--- src/rtl/mac_row_feeder_pkg.sv ---
// mac_row_feeder_pkg
//   Shared constants for the systolic row west-edge feeder: the inst_w
//   encoding driven into the PE row and the feeder phase encoding. The
//   south-side collector and the testbench import the same definitions.
package mac_row_feeder_pkg;

    // inst_w encoding seen by every PE: bit 1 = execute, bit 0 = kernel load
    localparam logic [1:0] INST_NOP  = 2'b00;
    localparam logic [1:0] INST_LOAD = 2'b01;
    localparam logic [1:0] INST_EXEC = 2'b10;

    // Width of the optional stall statistics counter
    localparam int STALL_CNT_W = 16;

    typedef enum logic [2:0] {
        ST_IDLE  = 3'd0,
        ST_LOAD  = 3'd1,
        ST_GAP   = 3'd2,
        ST_EXEC  = 3'd3,
        ST_DRAIN = 3'd4
    } feeder_state_e;

    // Phases in which the feeder accepts stream words
    function automatic logic stream_state(input feeder_state_e st);
        return (st == ST_LOAD) || (st == ST_EXEC);
    endfunction

endpackage

--- src/rtl/mac_row_feeder_if.sv ---
// mac_row_feeder_if
//   valid/ready word stream into the row feeder.
//   in_data  : bw-bit word, driven by the source
//   in_valid : word present, driven by the source
//   in_ready : feeder can take the word this cycle
//   master modport = stream source, slave modport = feeder.
interface mac_row_feeder_if #(
    parameter int bw = 4
);
    logic [bw-1:0] in_data;
    logic          in_valid;
    logic          in_ready;

    modport master (output in_data, output in_valid, input in_ready);
    modport slave  (input in_data, input in_valid, output in_ready);
endinterface

--- src/rtl/mac_row_feeder_stall_counter.sv ---
// stall_counter
//   Saturating event counter with synchronous clear.
//   clk   : clock
//   reset : synchronous active-low reset
//   clr   : clear to zero (wins over en)
//   en    : count one event this cycle
//   cnt   : registered count, sticks at all-ones
module stall_counter #(
    parameter int w = 16
) (
    input  logic         clk,
    input  logic         reset,
    input  logic         clr,
    input  logic         en,
    output logic [w-1:0] cnt
);

    localparam logic [w-1:0] CNT_ZERO = {w{1'b0}};
    localparam logic [w-1:0] CNT_MAX  = {w{1'b1}};
    localparam logic [w-1:0] CNT_ONE  = w'(1);

    logic [w-1:0] cnt_r;

    // Count enabled events, clear on request, saturate at the maximum
    always_ff @(posedge clk) begin
        if (!reset) begin
            cnt_r <= CNT_ZERO;
        end else if (clr) begin
            cnt_r <= CNT_ZERO;
        end else if (en && (cnt_r != CNT_MAX)) begin
            cnt_r <= cnt_r + CNT_ONE;
        end else begin
            cnt_r <= cnt_r;
        end
    end

    assign cnt = cnt_r;

endmodule

--- src/rtl/mac_row_feeder.sv ---
// mac_row_feeder
//   West-edge driver for one systolic MAC row. Per job it forwards exactly
//   `col` kernel words (inst 01), one NOP gap cycle, `num_exec` activation
//   words (inst 10), then `col` NOP drain cycles so the last word reaches
//   the far end of the row.
//
// Ports
//   clk       : clock
//   reset     : synchronous active-low reset
//   start     : job request, only looked at in IDLE
//   num_exec  : activation word count, latched on start
//   in_s      : word stream (slave side of mac_row_feeder_if)
//   out_w     : row in_w, registered
//   inst_w    : row inst_w, registered together with out_w
//   busy      : job in progress
//   done      : one-cycle pulse in the first IDLE cycle after a job
//   stall_cnt : (MAC_ROW_FEEDER_STATS_EN only) LOAD/EXEC cycles without a
//               valid word, saturating, cleared on reset and job start
//
// Build option: define MAC_ROW_FEEDER_STATS_EN to add stall_cnt.
module mac_row_feeder
    import mac_row_feeder_pkg::*;
#(
    parameter int bw     = 4,
    parameter int col    = 8,
    parameter int cnt_bw = 8
) (
    input  logic              clk,
    input  logic              reset,
    input  logic              start,
    input  logic [cnt_bw-1:0] num_exec,
    mac_row_feeder_if.slave   in_s,
    output logic [bw-1:0]     out_w,
    output logic [1:0]        inst_w,
    output logic              busy,
    output logic              done
`ifdef MAC_ROW_FEEDER_STATS_EN
    ,
    output logic [STALL_CNT_W-1:0] stall_cnt
`endif
);

    // One down-counter serves both the kernel-load count and the drain length
    localparam int CNT_W = $clog2(col + 1);

    localparam logic [CNT_W-1:0]  CNT_ZERO  = {CNT_W{1'b0}};
    localparam logic [CNT_W-1:0]  CNT_ONE   = CNT_W'(1);
    localparam logic [CNT_W-1:0]  CNT_COL   = CNT_W'(col);
    localparam logic [cnt_bw-1:0] EXEC_ZERO = {cnt_bw{1'b0}};
    localparam logic [cnt_bw-1:0] EXEC_ONE  = cnt_bw'(1);
    localparam logic [bw-1:0]     WORD_ZERO = {bw{1'b0}};

    feeder_state_e     st_r;
    logic [CNT_W-1:0]  cnt_r;
    logic [cnt_bw-1:0] exec_left_r;
    logic [bw-1:0]     out_w_r;
    logic [1:0]        inst_w_r;
    logic              in_ready_r;
    logic              busy_r;
    logic              done_r;
    logic              accept_s;

    // in_ready_r is only ever 1 in LOAD/EXEC, so this is the handshake
    assign accept_s = in_s.in_valid & in_ready_r;

    // Job sequencer: phase, counters and all registered outputs. in_ready_r
    // and busy_r are written with the value the next state needs, so they
    // are pure registered decodes of the phase.
    always_ff @(posedge clk) begin
        if (!reset) begin
            st_r        <= ST_IDLE;
            cnt_r       <= CNT_ZERO;
            exec_left_r <= EXEC_ZERO;
            out_w_r     <= WORD_ZERO;
            inst_w_r    <= INST_NOP;
            in_ready_r  <= 1'b0;
            busy_r      <= 1'b0;
            done_r      <= 1'b0;
        end else begin
            // Bubble unless a word is forwarded below
            out_w_r  <= WORD_ZERO;
            inst_w_r <= INST_NOP;
            done_r   <= 1'b0;
            case (st_r)
                ST_IDLE: begin
                    if (start) begin
                        exec_left_r <= num_exec;
                        cnt_r       <= CNT_COL;
                        st_r        <= ST_LOAD;
                        in_ready_r  <= 1'b1;
                        busy_r      <= 1'b1;
                    end else begin
                        in_ready_r  <= 1'b0;
                        busy_r      <= 1'b0;
                    end
                end
                ST_LOAD: begin
                    if (accept_s) begin
                        out_w_r  <= in_s.in_data;
                        inst_w_r <= INST_LOAD;
                        cnt_r    <= cnt_r - CNT_ONE;
                        if (cnt_r == CNT_ONE) begin
                            st_r       <= ST_GAP;
                            in_ready_r <= 1'b0;
                        end else begin
                            in_ready_r <= 1'b1;
                        end
                    end else begin
                        in_ready_r <= 1'b1;
                    end
                end
                ST_GAP: begin
                    if (exec_left_r != EXEC_ZERO) begin
                        st_r       <= ST_EXEC;
                        in_ready_r <= 1'b1;
                    end else begin
                        st_r       <= ST_DRAIN;
                        cnt_r      <= CNT_COL;
                        in_ready_r <= 1'b0;
                    end
                end
                ST_EXEC: begin
                    if (accept_s) begin
                        out_w_r     <= in_s.in_data;
                        inst_w_r    <= INST_EXEC;
                        exec_left_r <= exec_left_r - EXEC_ONE;
                        if (exec_left_r == EXEC_ONE) begin
                            st_r       <= ST_DRAIN;
                            cnt_r      <= CNT_COL;
                            in_ready_r <= 1'b0;
                        end else begin
                            in_ready_r <= 1'b1;
                        end
                    end else begin
                        in_ready_r <= 1'b1;
                    end
                end
                ST_DRAIN: begin
                    cnt_r <= cnt_r - CNT_ONE;
                    if (cnt_r == CNT_ONE) begin
                        st_r   <= ST_IDLE;
                        busy_r <= 1'b0;
                        done_r <= 1'b1;
                    end else begin
                        busy_r <= 1'b1;
                    end
                end
                default: begin
                    st_r       <= ST_IDLE;
                    in_ready_r <= 1'b0;
                    busy_r     <= 1'b0;
                end
            endcase
        end
    end

    assign in_s.in_ready = in_ready_r;
    assign out_w         = out_w_r;
    assign inst_w        = inst_w_r;
    assign busy          = busy_r;
    assign done          = done_r;

`ifdef MAC_ROW_FEEDER_STATS_EN
    logic stall_en_s;
    logic stall_clr_s;

    assign stall_en_s  = stream_state(st_r) && !in_s.in_valid;
    assign stall_clr_s = (st_r == ST_IDLE) && start;

    stall_counter #(
        .w (STALL_CNT_W)
    ) u_stall_counter (
        .clk   (clk),
        .reset (reset),
        .clr   (stall_clr_s),
        .en    (stall_en_s),
        .cnt   (stall_cnt)
    );
`endif

endmodule
--- src/flat_wrapper.sv ---
// flat-port wrapper written by rule: the top's interface ports become plain ports
module mac_row_feeder_flat import mac_row_feeder_pkg::*;
#(
    parameter int bw     = 4,
    parameter int col    = 8,
    parameter int cnt_bw = 8
)
  (clk, reset, start, num_exec, out_w, inst_w, busy, done, in_s_in_data, in_s_in_valid, in_s_in_ready);
  mac_row_feeder_if #(.bw(bw)) in_s_i ();
  input  logic clk;
  input  logic reset;
  input  logic start;
  input  logic [cnt_bw-1:0] num_exec;
  output logic [bw-1:0] out_w;
  output logic [1:0] inst_w;
  output logic busy;
  output logic done;
  input wire logic [$bits(in_s_i.in_data)-1:0] in_s_in_data;
  input wire logic [$bits(in_s_i.in_valid)-1:0] in_s_in_valid;
  output wire logic [$bits(in_s_i.in_ready)-1:0] in_s_in_ready;
  assign in_s_i.in_data = in_s_in_data;
  assign in_s_i.in_valid = in_s_in_valid;
  assign in_s_in_ready = in_s_i.in_ready;
  mac_row_feeder #(.bw(bw), .col(col), .cnt_bw(cnt_bw)) u_core (.clk(clk), .reset(reset), .start(start), .num_exec(num_exec), .in_s(in_s_i), .out_w(out_w), .inst_w(inst_w), .busy(busy), .done(done));
endmodule
--- config.mk ---
export PLATFORM = sky130hd
export DESIGN_NAME = mac_row_feeder_flat
export DESIGN_NICKNAME = d
export VERILOG_FILES = /design/src/rtl/mac_row_feeder_pkg.sv /design/src/rtl/mac_row_feeder_if.sv /design/src/rtl/mac_row_feeder_stall_counter.sv /design/src/rtl/mac_row_feeder.sv /design/src/flat_wrapper.sv
export SDC_FILE = /design/constraint.sdc
export NUM_CORES = 1
export LEC_CHECK = 0
export ABC_CLOCK_PERIOD_IN_PS = 3400
export BUFFER_PORTS_ARGS = -buffer_cell sky130_fd_sc_hd__buf_2
export CAP_MARGIN = 20
export CELL_PAD_IN_SITES_DETAIL_PLACEMENT = 0
export CELL_PAD_IN_SITES_GLOBAL_PLACEMENT = 1
export CORE_ASPECT_RATIO = 1.75
export CORE_MARGIN = 1
export CORE_UTILIZATION = 30
export CTS_BUF_LIST = sky130_fd_sc_hd__clkbuf_8
export CTS_CLUSTER_DIAMETER = 50
export DETAILED_ROUTE_END_ITERATION = 8
export PLACE_DENSITY_LB_ADDON = 0.1
export SLEW_MARGIN = 5
export SYNTH_ARGS = -nofsm -noshare
export SYNTH_HDL_FRONTEND = slang
export SYNTH_SLANG_ARGS = --single-unit
--- constraint.sdc ---
create_clock -name clk -period 3.4 [get_ports clk]
set_input_delay 0.34 -clock clk [delete_from_list [all_inputs] [get_ports clk]]
set_output_delay 0.34 -clock clk [all_outputs]
set_load 0.005 [all_outputs]
Word level (Yosys, flattened, before mapping)
Index checks and enable logic that the tools add are counted.
- output and inout port bits: 9
- bits in registers: 24
- bits of input ports: 16
- mux-type cells: 29
- eq/ne operators: 13
- bitwise logic cells: 1
- reductions and logical operators: 11
- add/subtract/negate cells: 2
- operators by type and width (kind ; count):
    $mux 3 ; 7
    $mux 4 ; 5
    $pmux 4 s5 ; 1
    $mux 8 ; 2
    $pmux 8 s2 ; 1
    $pmux 3 s5 ; 1
    $reduce_and 6->1 ; 2
    $ne 2x1->1 const B ; 5
    $eq 8x1->1 const B ; 1
    $mux 1 ; 8
    $reduce_bool 8->1 ; 1
    $sub 8x1->8 const B ; 1
    $eq 3x2->1 const B ; 2
    $reduce_and 3->1 ; 2
    $pmux 1 s5 ; 1
    $reduce_bool 5->1 ; 1
    $eq 4x1->1 const B ; 1
    $ne 2x2->1 const B ; 2
    $pmux 2 s2 ; 1
    $sub 4x1->4 const B ; 1
    $eq 3x1->1 const B ; 1
    $eq 3x3->1 const B ; 1
    $logic_not 3->1 ; 1
    $pmux 1 s3 ; 1
    other kinds (6) ; 6

Logic depth before layout (Yosys ltp)
Gate-level depths: netlist (run 1).
- word-level depth: 4
- mapped depth: 7
- gate-level depth less buffers: 7

Worst setup path after synthesis (run 1)
Ideal clock, no wire load.
- path type: flip-flop to flip-flop
- start point: reg u_core.exec_left_r[5]
- end point: reg u_core.cnt_r[2]
- library setup time: 0.073 ns
- buffers on the path: 0
- cell stages (with the launch flop): 6
- path slack: 1.469 ns
- arrival time: 1.858 ns
- cell sequence: dfxtp_1 -> or4_4 -> nor4b_4 -> o211ai_2 -> or4_1 -> o211ai_2
- longest elaborated chain between the ends: 3
- elaborated cells between the ends (all ways): 5
- ends and longest elaborated chain (item ; line ; text):
    from (decl) ; mac_row_feeder.sv:55 ; logic [cnt_bw-1:0] exec_left_r;
    from (signal assigned) ; mac_row_feeder.sv:87 ; exec_left_r <= num_exec;
    from (signal assigned) ; mac_row_feeder.sv:126 ; exec_left_r <= exec_left_r - EXEC_ONE;
    $eq 8x1->1 or $reduce_bool 8->1 (tied branches) ; mac_row_feeder.sv:127, mac_row_feeder.sv:113 ;
    $ne 2x1->1 (no line) or $ne 2x2->1 (tied branches) ; n/a ;
    $reduce_and 6->1 (no line) (*) ; n/a ;
    to (signal assigned) ; mac_row_feeder.sv:101 ; cnt_r <= cnt_r - CNT_ONE;
    to (signal assigned) ; mac_row_feeder.sv:139 ; cnt_r <= cnt_r - CNT_ONE;
    to (decl) ; mac_row_feeder.sv:54 ; logic [CNT_W-1:0] cnt_r;
Every way passes the cells marked *; elsewhere a longest branch is shown, timed or not.
A chain may end at the register's enable or synchronous reset.

Worst setup path in the final report (run 1)
- start point: reg u_core.exec_left_r[5]
- end point: reg u_core.cnt_r[1]
The elaborated chain is that of the path after synthesis.

==> flow_summary.json, run 1 <==
{
  "status": "complete, no violations",
  "vias_per_cell": 5.30,
  "grt_use_total_pct": 15.9,
  "vias": 1225,
  "htree_levels": 1,
  "required_ns": 3.60,
  "fin_crit_ns": 2.17,
  "route.detailed.drc": 0,
  "synthToLayoutAreaGrowth_pct": 16.3,
  "io_pins": 25,
  "grt_pass1_wl_mm": 5.44,
  "power_density_nw_per_um2": 443,
  "cts_setup_buffers": 0,
  "met3_usage_pct": 1.52,
  "worstPathMaxFanout": 5,
  "total_power_mw": 0.678,
  "finalWirelength_mm": 3.49,
  "crit_arrival_ns": 2.37,
  "p_leak_nw": 0.645,
  "cts_tree": "yes",
  "final_area_um2": 1530,
  "die_h_um": 89.6,
  "min_path_type": "in -> reg",
  "fin_crit_sh_pct": 63.7,
  "cts_hold_buffers": 0,
  "clkLatencyLatePin_ns": 0.27,
  "fin_skew_ns": 0.0117,
  "synth_area_um2": 1320,
  "synthFlopType": "dfxtp_1",
  "rsz0062_at_grt": "no",
  "postSynthAreaPerCell_um2": 8.13,
  "worstMarginPinSlew_ns": 0.643,
  "antenna_found_initial": 0,
  "hold_viol_final": 0,
  "floorplan.rows": 31,
  "port_buffers": 24,
  "detail-route-antenna-nets": 0,
  "slew_viol_final": 0,
  "ys_seq_area_share_pct": 36.5,
  "synth_async_sr_flop_share_pct": 0,
  "setup_viol": 0,
  "grt_max_degree": 23,
  "fin_setup_tns_ns": 0,
  "grt_pass1_vias": 1161,
  "grt_busiest_layer": "met2",
  "use_met1_pct": 15.3,
  "nFillCells": 471,
  "initial_utilization_pct": 31.4,
  "clk_pin_slew_ns": 0.09,
  "end_kind": "flop",
  "cts_resized": 0,
  "drv_cap": 0,
  "dr.pass1.iters": 4,
  "timing_worst_setup_path_type": "reg -> reg",
  "fmax_ghz": 0.462,
  "place.gp.congestion": 0.722,
  "root_buffer": "clkbuf_8",
  "drt-initial-drc-count": 11,
  "antenna_cells": 0,
  "finish.net_count": 203,
  "wl_per_cell_um": 15.1,
  "cts_max_path_buffers": 2,
  "final_cell_mix": "24 x buf_2, 24 x dfxtp_1, 17 x nand2_1, 13 x nor2_1, 13 x o21ai_0",
  "clock-sinks": 24,
  "syn-instance-count": 162,
  "relSlewSlack_pct": 57.0,
  "hold_depth": 2,
  "ys_types": 45,
  "die_area_um2": 4670,
  "core_um2": 4190,
  "drive_gt1_share_pct": 19.2,
  "ys_ff_latch": 24,
  "grt-ovfl-total": 0,
  "fp.dieW_um": 52.1,
  "crit_path_start_kind": "flop",
  "synth_edf_count": 0,
  "postPlaceCellArea_um2": 1460,
  "numCtsBuffers": 3,
  "ys.warnings.count": 0,
  "syn-num-nets": 182,
  "dp_hpwl_mm": 2.69,
  "r2r_cells": 5,
  "peakVddDrop_mv": 0.218,
  "met2_usage_pct": 33.2
}
path summary, 6_finish.rpt:
kind | from | end | slack [ns]
worst min-delay path | in_s_in_data[0] | u_core.out_w[0] | 0.27
worst min register to register | u_core.exec_left_r[6] | u_core.exec_left_r[6] | 0.49
worst max-delay path | u_core.exec_left_r[5] | u_core.cnt_r[1] | 1.23
worst max register to register | u_core.exec_left_r[5] | u_core.cnt_r[1] | 1.23
metal layers:
layer / vias up / part of all wire [%] / wire [um]
li1: 617 / - / -
met1: 592 / 38 / 1330
met2: 14 / 59 / 2070
met3: 2 / 1.8 / 62
met4: 0 / 0.69 / 24
met5: - / 0 / 0
cell usage after synthesis, drive strengths merged, types with 4 or more instances:
library cell,number,area (um^2)
nor2,13,48.8
nand2,17,63.8
o21ai,13,65.1
ha,4,50.1
dfxtp,24,480
o21a,4,30.0
clkbuf,5,18.8
a21oi,11,55.1
a31oi,4,25.0
nand3,5,25.0
inv,8,30.0
and2,7,43.8
worst max-delay path: stages, from the launching register on:
cell and delay, ns:
dfxtp_1 0.35, or4_4 0.60, nor4b_4 0.33, o211ai_2 0.16
a21oi_1 0.43, mux2i_1 0.23
area by class of cell:
type | count | area, um^2 | area share [%]
Clock buffer | 3 | 41.3 | 2.70
Clock inverter | 1 | 30.0 | 1.96
Inverter | 8 | 30.0 | 1.96
Multi-Input combinational cell | 122 | 767 | 50.1
Sequential cell | 24 | 480 | 31.4
Tap cell | 49 | 61.3 | 4.01
Timing Repair Buffer | 24 | 120 | 7.85
metrics by stage:
stage | worst slack, ns | hold slack (ns) | instances | utilization (%)
final | 1.23 | 0.270 | 231 | 36.5
after global routing | 1.11 | 0.264 | 231 | 36.5
after CTS | 1.23 | 0.262 | 231 | 36.5
after detailed placement | 1.25 | 0.480 | 227 | 34.8
after global placement | 1.28 | 0.471 | 227 | 34.8
after floorplan | 1.47 | 0.448 | 162 | -
power by group:
part	switching [mW]	internal, mW
Combinational	0.0606	0.0467
Sequential	0.0195	0.296
Clock	0.0983	0.157
Total	0.179	0.500
sequential cells by signal (all words and copies together), names as in the netlist:
| signal | cells |
|---|---|
| u_core.out_w | 4 |
| u_core.busy | 1 |
| u_core.exec_left_r | 8 |
| u_core.done | 1 |
| u_core.cnt_r | 4 |
| u_core.inst_w | 2 |
| u_core.st_r | 3 |
| u_core.in_s.in_ready | 1 |
logic make-up (layout without fill, tap and decap cells):
kind of cell               after synthesis  in the layout  synth area share (%)
DFF                                     24             24                  36.5
buffers and inverters                   16             36                  5.23
AOI/OAI and AO/OA                       48             48                  24.1
adders and majority gates                4              4                  3.80
and+or+nand+nor                         68             68                  28.8
muxes                                    2              2                  1.52
Note: power is estimated with default switching activity, not from simulation.
==> inputs of run 2 (changes only) <==
--- a/config.mk
+++ b/config.mk
@@ -5,7 +5,8 @@
 export SDC_FILE = /design/constraint.sdc
 export NUM_CORES = 1
 export LEC_CHECK = 0
-export ABC_CLOCK_PERIOD_IN_PS = 3400
+export ABC_AREA = 1
+export ABC_CLOCK_PERIOD_IN_PS = 2000
 export BUFFER_PORTS_ARGS = -buffer_cell sky130_fd_sc_hd__buf_2
 export CAP_MARGIN = 20
 export CELL_PAD_IN_SITES_DETAIL_PLACEMENT = 0
==> constraint.sdc (replaced) <==
create_clock -name clk -period 2 [get_ports clk]
set_input_delay 0.2 -clock clk [delete_from_list [all_inputs] [get_ports clk]]
set_output_delay 0.2 -clock clk [all_outputs]
set_load 0.005 [all_outputs]
==> run 2 against run 1 <==
Compared with the run above:
- first-iteration DRC count is 91% higher
- synthesized cell count up 19%
- clock-buffer cell count did not move
- global-route usage fell by 0.40 points
- core utilization up 0.25 points
- largest cell class unchanged
- die area up 3.0%
- synthesized area up 3.1%
- final area is 4.9% higher
- clock skew fell by 0.0066 ns
==> flow_summary.json, run 2 <==
{
  "status": "complete, no violations",
  "hold_viol_final": 0,
  "grt_pass1_vias": 1313,
  "cts_tree": "yes",
  "nFillCells": 495,
  "p_clk_share_pct": 21.5,
  "slew_viol_final": 0,
  "syn-instance-count": 192,
  "cpMostUsedCell": "nor2_4",
  "finish.net_count": 240,
  "wl_per_cell_um": 12.2,
  "antenna_found_initial": 0,
  "ys_ff_latch": 24,
  "drv_cap": 0,
  "end_kind": "flop",
  "synth_area_um2": 1360,
  "synthFlopType": "dfxtp_1",
  "min_path_type": "in -> reg",
  "power_density_nw_per_um2": 1260,
  "worstMarginPinSlew_ns": 0.343,
  "synth.top_cell.area_share_pct": 35.4,
  "p_seq_share_pct": 33.1,
  "finalWirelength_mm": 3.29,
  "route.detailed.drc": 0,
  "cts_max_path_buffers": 2,
  "fmax_ghz": 0.623,
  "ys_types": 28,
  "cts_setup_buffers": 0,
  "switching_share_pct": 41.5,
  "antenna_cells": 0,
  "synthToLayoutAreaGrowth_pct": 18.2,
  "postSynthAreaPerCell_um2": 7.07,
  "core_um2": 4360,
  "dp_hpwl_mm": 2.66,
  "floorplan.rows": 32,
  "synth_edf_count": 0,
  "port_buffers": 24,
  "pwr-share-comb_pct": 45.3,
  "fin_skew_ns": 0.00513,
  "worstPathMaxFanout": 12,
  "fp.dieW_um": 52.9,
  "cts_hold_buffers": 0,
  "peakVddDrop_mv": 0.635,
  "crit_arrival_ns": 1.78,
  "detail-route-antenna-nets": 0,
  "max_stage_delay_ns": 0.47,
  "drive_gt1_share_pct": 22.4,
  "vias_per_cell": 4.77,
  "grt_pass1_wl_mm": 5.62,
  "fin_setup_tns_ns": 0,
  "final_common_cell": "nand2_1",
  "rsz0062_at_grt": "no",
  "top_register": "u_core.exec_left_r",
  "clock-sinks": 24,
  "largest_reg_flops": 8,
  "synthTopCellsByCount": "37 x nand2_1, 28 x nor2_1, 24 x dfxtp_1, 23 x inv_1, 16 x nand3_1",
  "p_leak_nw": 0.771,
  "grt-ovfl-total": 0,
  "grt_max_degree": 15,
  "root_buffer": "clkbuf_8",
  "ys_seq_area_share_pct": 35.4,
  "total_switching_power_mw": 0.838,
  "synth_top_cell_by_area": "dfxtp_1",
  "numCtsBuffers": 3,
  "timing_worst_setup_path_type": "reg -> reg",
  "io_pins": 25,
  "total_power_mw": 2.02,
  "final_cell_mix": "37 x nand2_1, 28 x nor2_1, 24 x buf_2, 24 x dfxtp_1, 23 x inv_1",
  "fin_crit_sh_pct": 80.3,
  "crit_path_start_kind": "flop",
  "htree_levels": 1,
  "slowest_stage": "dfxtp_1",
  "clk_pin_slew_ns": 0.09,
  "power.internal_mw": 1.18,
  "relSlewSlack_pct": 77.0,
  "synth_most_common_cell": "nand2_1",
  "ys.warnings.count": 0,
  "synth_async_sr_flop_share_pct": 0,
  "vias": 1287,
  "ys_top_cells_by_area": "dfxtp_1 35%, nand2_1 10%, nor2_1 7.7%",
  "cts_resized": 0,
  "clkLatencyLatePin_ns": 0.27,
  "grt_use_total_pct": 15.5,
  "setup_viol": 0,
  "drt-initial-drc-count": 21,
  "die_area_um2": 4810,
  "fin_crit_ns": 1.61,
  "required_ns": 2.17,
  "dr.pass1.iters": 4,
  "initial_utilization_pct": 31.1,
  "die_h_um": 91.0,
  "syn-num-nets": 212,
  "path_cells": "inv_2 -> nor2_4 -> inv_2 -> nor2_4 -> nor2_4 -> nand2_4 -> nand2_1 -> nand2_1 -> nor2_1",
  "place.gp.congestion": 0.903
}
-- run 2: cell count changes in the layout (fill, tap and decap cells not counted), moves of 3 or more --
cell | before | now
inv_1 | 8 | 23
inv_2 | 0 | 3
o21ai_0 | 13 | 9
and2_1 | 7 | 0
nand2_1 | 17 | 37
nand3_1 | 5 | 16
nand2b_1 | 3 | 0
o21a_1 | 4 | 0
nor3_1 | 3 | 0
nor2_1 | 13 | 28
nand2_2 | 0 | 3
nor2_4 | 0 | 7
-- run 2: per-layer routing --
| layer | wire [um] | up-vias | track usage (%) |
|---|---|---|---|
| li1 | - | 670 | - |
| met5 | 0 | - | 0 |
| met4 | 33 | 0 | 6.14 |
| met1 | 1180 | 603 | 14.3 |
| met2 | 2030 | 12 | 31.2 |
| met3 | 52 | 2 | 1.68 |
-- run 2: path summary, 6_finish.rpt --
check	start	end	slack, ns	cells after the start
worst max-delay path	u_core.st_r[1]	u_core.cnt_r[3]	0.39	9
worst min-delay path	in_s_in_data[3]	u_core.out_w[3]	0.14	3
worst max register to register	u_core.st_r[1]	u_core.cnt_r[3]	0.39	9
worst min register to register	u_core.exec_left_r[4]	u_core.exec_left_r[4]	0.49	2
-- run 2: power groups by stage --
| stage | Sequential [mW] | Combinational [mW] | Clock [mW] |
|---|---|---|---|
| floorplan | 0.660 | 0.740 | 0 |
| global placement | 0.682 | 0.933 | 0 |
| detailed placement | 0.682 | 0.931 | 0 |
| CTS | 0.671 | 0.937 | 0.453 |
| global route | 0.688 | 1.05 | 0.469 |
| finish | 0.669 | 0.916 | 0.435 |
-- run 2: cell families after synthesis --
group	share of synthesized area [%]
buffers and inverters	9.22
adder cells (fa/ha/maj)	3.69
AO/OA/AOI/OAI	12.3
flip-flops	35.4
XOR/XNOR	1.29
AND/OR/NAND/NOR	38.2
-- run 2: through the flow --
stage / util, % / hold slack [ns] / cells / area [um^2] / setup slack [ns]
finish: 36.8 / 0.136 / 270 / 1610 / 0.394
floorplan: - / 0.312 / 192 / 1360 / 0.641
CTS: 36.8 / 0.128 / 270 / 1610 / 0.362
detailed placement: 35.1 / 0.424 / 266 / 1530 / 0.381
global route: 36.8 / 0.133 / 270 / 1610 / 0.235
global placement: 35.1 / 0.416 / 266 / 1530 / 0.387
-- run 2: cell type report --
type | count | area, um^2 | area share, %
timing repair buffer | 25 | 128 | 7.95
clock buffer | 3 | 41.3 | 2.57
tap | 51 | 63.8 | 3.98
inverter | 28 | 110 | 6.86
sequential | 24 | 480 | 29.9
clock inverter | 1 | 30.0 | 1.87
multi-input combinational | 138 | 752 | 46.8
-- run 2: critical path: cells and delay by family (launching register included) --
kind	cells	cell delay, ns
buffers and inverters	2	0.27
DFF	1	0.47
and+or+nand+nor	7	0.76
